===== config.mk =====
export PLATFORM = sky130hd
export DESIGN_NAME = ring_johnson_counter
export DESIGN_NICKNAME = d
export VERILOG_FILES = /design/src/rtl/ring_johnson_counter.sv
export SDC_FILE = /design/constraint.sdc
export NUM_CORES = 1
export LEC_CHECK = 0
export CAP_MARGIN = 30
export CELL_PAD_IN_SITES_DETAIL_PLACEMENT = 1
export CELL_PAD_IN_SITES_GLOBAL_PLACEMENT = 2
export CORE_AREA = 3 3 40 42
export DETAILED_ROUTE_END_ITERATION = 6
export DIE_AREA = 0 0 43 45
export PLACE_DENSITY_LB_ADDON = 0.08
export SYNTH_ARGS = -nofsm -noshare
export SYNTH_HDL_FRONTEND = slang
export SYNTH_SLANG_ARGS = --single-unit

===== constraint.sdc =====
create_clock -name clk -period 2.1 [get_ports clk]
set_input_delay 0.315 -clock clk [delete_from_list [all_inputs] [get_ports clk]]
set_output_delay 0.315 -clock clk [all_outputs]
set_load 0.005 [all_outputs]

===== src/rtl/ring_johnson_counter.sv =====
// Selectable ring / Johnson shift counter: rj=0 rotates a single one, rj=1 shifts in the inverted MSB.
// Optional macro RJ_SELF_CORRECT_EN clears q on any edge where it is illegal for the selected mode.
module ring_johnson_counter #(
    parameter int unsigned WIDTH = 4
) (
    output logic [WIDTH-1:0] q,
    input  logic             clk,
    input  logic             rst,
    input  logic             rj
);

    typedef enum logic {
        MODE_RING    = 1'b0,
        MODE_JOHNSON = 1'b1
    } mode_e;

    localparam logic [WIDTH-1:0] ONE = {{(WIDTH-1){1'b0}}, 1'b1};

    if (WIDTH < 2 || WIDTH > 32) begin : g_width_check
        $error("ring_johnson_counter: WIDTH must be in 2..32");
    end

    mode_e            mode;
    logic [WIDTH-1:0] state_q;
    logic [WIDTH-1:0] state_d;
    logic [WIDTH-1:0] ring_next;
    logic [WIDTH-1:0] john_next;

    assign mode = mode_e'(rj);

    always_comb begin
        ring_next = '0;
        john_next = '0;
        if (state_q == '0) begin
            ring_next = ONE;
        end else begin
            ring_next = {state_q[WIDTH-2:0], state_q[WIDTH-1]};
        end
        john_next = {state_q[WIDTH-2:0], ~state_q[WIDTH-1]};
    end

`ifdef RJ_SELF_CORRECT_EN
    logic [WIDTH-1:0] state_dec;
    logic [WIDTH-1:0] state_inc;
    logic [WIDTH-1:0] state_inv;
    logic [WIDTH-1:0] state_inv_inc;
    logic             ring_legal;
    logic             john_legal;

    // One-hot-or-zero: clearing the lowest set bit leaves nothing.
    // Johnson-legal: q or ~q has the form 0..01..1, i.e. x & (x+1) == 0.
    always_comb begin
        state_dec     = state_q - ONE;
        state_inc     = state_q + ONE;
        state_inv     = ~state_q;
        state_inv_inc = state_inv + ONE;
        ring_legal    = ((state_q & state_dec) == '0);
        john_legal    = ((state_q & state_inc) == '0) || ((state_inv & state_inv_inc) == '0);
    end

    always_comb begin
        state_d = '0;
        unique case (mode)
            MODE_RING:    state_d = ring_legal ? ring_next : '0;
            MODE_JOHNSON: state_d = john_legal ? john_next : '0;
            default:      state_d = '0;
        endcase
    end
`else
    always_comb begin
        state_d = '0;
        unique case (mode)
            MODE_RING:    state_d = ring_next;
            MODE_JOHNSON: state_d = john_next;
            default:      state_d = '0;
        endcase
    end
`endif

    always_ff @(posedge clk or negedge rst) begin
        if (!rst) begin
            state_q <= '0;
        end else begin
            state_q <= state_d;
        end
    end

    assign q = state_q;

endmodule


==> metrics.cfg <==
[synthesis]
syn-instance-count=9
synth_seq_area_share_pct=73.4
synth.net_count=12
synthMuxAreaShare_pct=0
netlist_area_um2=136
synth_compound_area_share_pct=11.9
synth_fa_ha_area_share_pct=0
synthSimpleGateAreaFrac_pct=0
ys_warn_count=0
syn_area_per_cell_um2=15.2
synth_top_family_by_area=compound AO/OA/AOI/OAI gates
ys_ff_latch=4
ys_types=4
synth_xor_area_share_pct=6.42

[finish]
final_cell_mix=clkdlybuf4s50_1 (6), dfrtp_1 (4), clkbuf_4 (3)
largest_register_ffs=4
syn_to_final_growth_pct=66.1
instances_no_fill=30
diodes=0
fill_cells=141
final_util_pct=17.6
finalNetCount=20
drive_gt1_share_pct=26.7
mostFrequentLayoutCell=clkdlybuf4s50_1

[critical_path]
critPathLaunchType=register
regToRegStartpoint=q[0]
cp_max_fo=3
reg2reg_depth=1
worst-path-buf-inv=1
criticalPathCategory=register to output pin
endpoint_kind=output pin
crit_required_ns=1.78
rrSetupSlack_ns=1.29
slowest_stage=clkdlybuf4s50_1
worstReg2RegEnd=q[0]
slowest_delay_ns=0.52
cp_top_family=buffers and inverters
worstPathCellList=clkdlybuf4s50_1
cp.arrival_ns=1.14

[floorplanning]
die_y_um=45
ios=7
rows=13
die_w_um=43
start_util_pct=10.6
core_um2=1280
die_area_um2=1940

[global_route]
grt_antenna_before_repair=0
grt_pass1_vias=105
grt_max_degree=5
grt_pass1_wl_um=524
overflow=0
grt_usage_pct=4.85

[clock_tree]
cts_resized=0
cts.htree.levels=1
holdBufCountCts=0
cts_buffers=3
clkTransAtPathRegs_ns=0.04
clk_path_buf_depth=2
clk_latency_ns=0.23
cts-root-buf=clkbuf_4
post_cts_buffers=0
clock-sinks=4
cts_tree=yes

[detailed_routing]
vias=88
drt_iter0_drc=2
first_pass_iters=2
via_per_inst=2.93
ant_nets=0
wirelength_um=304
drc=0
wl_per_cell_um=10.1

[timing]
rsz0062_at_grt=false
slew_viol_final=0
slew_headroom_pct=85.5
timing.final.setup_violations=0
period_needed_ns=1.45
timing.final.crit_share_pct=69.2
worst_slew_pin_slew_ns=0.215
hold_viol=0
max_freq_mhz=689
finalClockSkew_ns=0.00235
fin_tns_setup_ns=0

[run]
drv_cap=0

[pwr]
total_power_uw=360
cellPowerDensity_nw_per_um2=1590
vdd_drop_max_mv=0.209
leakage_uw=0.0000903

[hold_path]
hp-class=primary input to asynchronous set/reset pin

[placed_design]
hpwl_um=220
place_inst=27
routabilityCongestion=0.564
io_buffer_count=6

[run_status]
status=complete, no violations

cells by family (layout without fill, tap and decap cells):
logic type                after synthesis  count (layout)
AOI/OAI and AO/OA                       1               1
DFF                                     4               4
xor gates and xnor gates                1               1
buffers and inverters                   3               9
final cells by class:
| type | instances | area, um2 | share of cell area, % |
|---|---|---|---|
| well taps | 15 | 18.8 | 8.29 |
| multi-input cells | 2 | 25.0 | 11.0 |
| repair buffers | 6 | 60.1 | 26.5 |
| flip-flops and latches | 4 | 100 | 44.2 |
| clock buffers | 3 | 22.5 | 9.94 |
metal layers:
metal,global-route usage (%),part of all wire (%)
met3,6.37,18
met2,4.49,40
met4,7.23,0
met5,0,0
met1,3.65,41
metrics by stage:
step                      hold slack [ns]  area (um2)  setup WS [ns]
after floorplan                    0.0194         136           1.30
after global placement              0.427         204          0.865
after detailed placement            0.414         204          0.883
after CTS                           0.270         226          0.619
after global routing                0.277         226          0.578
final                               0.281         226          0.648
how the worst max path moves through the flow:
stage | startpoint | to | slack (ns) | cells past startpoint
final | q[2] | q[2] | 0.65 | 1
after detailed placement | q[2] | q[2] | 0.88 | 1
after global routing | q[2] | q[2] | 0.58 | 1
after global placement | rj | q[0] | 0.86 | 3
after CTS | q[2] | q[2] | 0.62 | 1
after floorplan | q[0] | q[0] | 1.30 | 1
cell usage after synthesis, drive strengths merged:
cell type	number	area share, %
clkbuf	3	8.3
dfrtp	4	73
o41ai	1	12
xnor2	1	6.4
power by group:
group          leakage (uW)  switching [uW]  internal [uW]
Clock             0.0000138            31.8           64.0
Sequential        0.0000461            34.1            117
Combinational     0.0000304            28.7           84.0
Total             0.0000903            94.6            265
No activity file was read; power rests on OpenSTA's default activity.
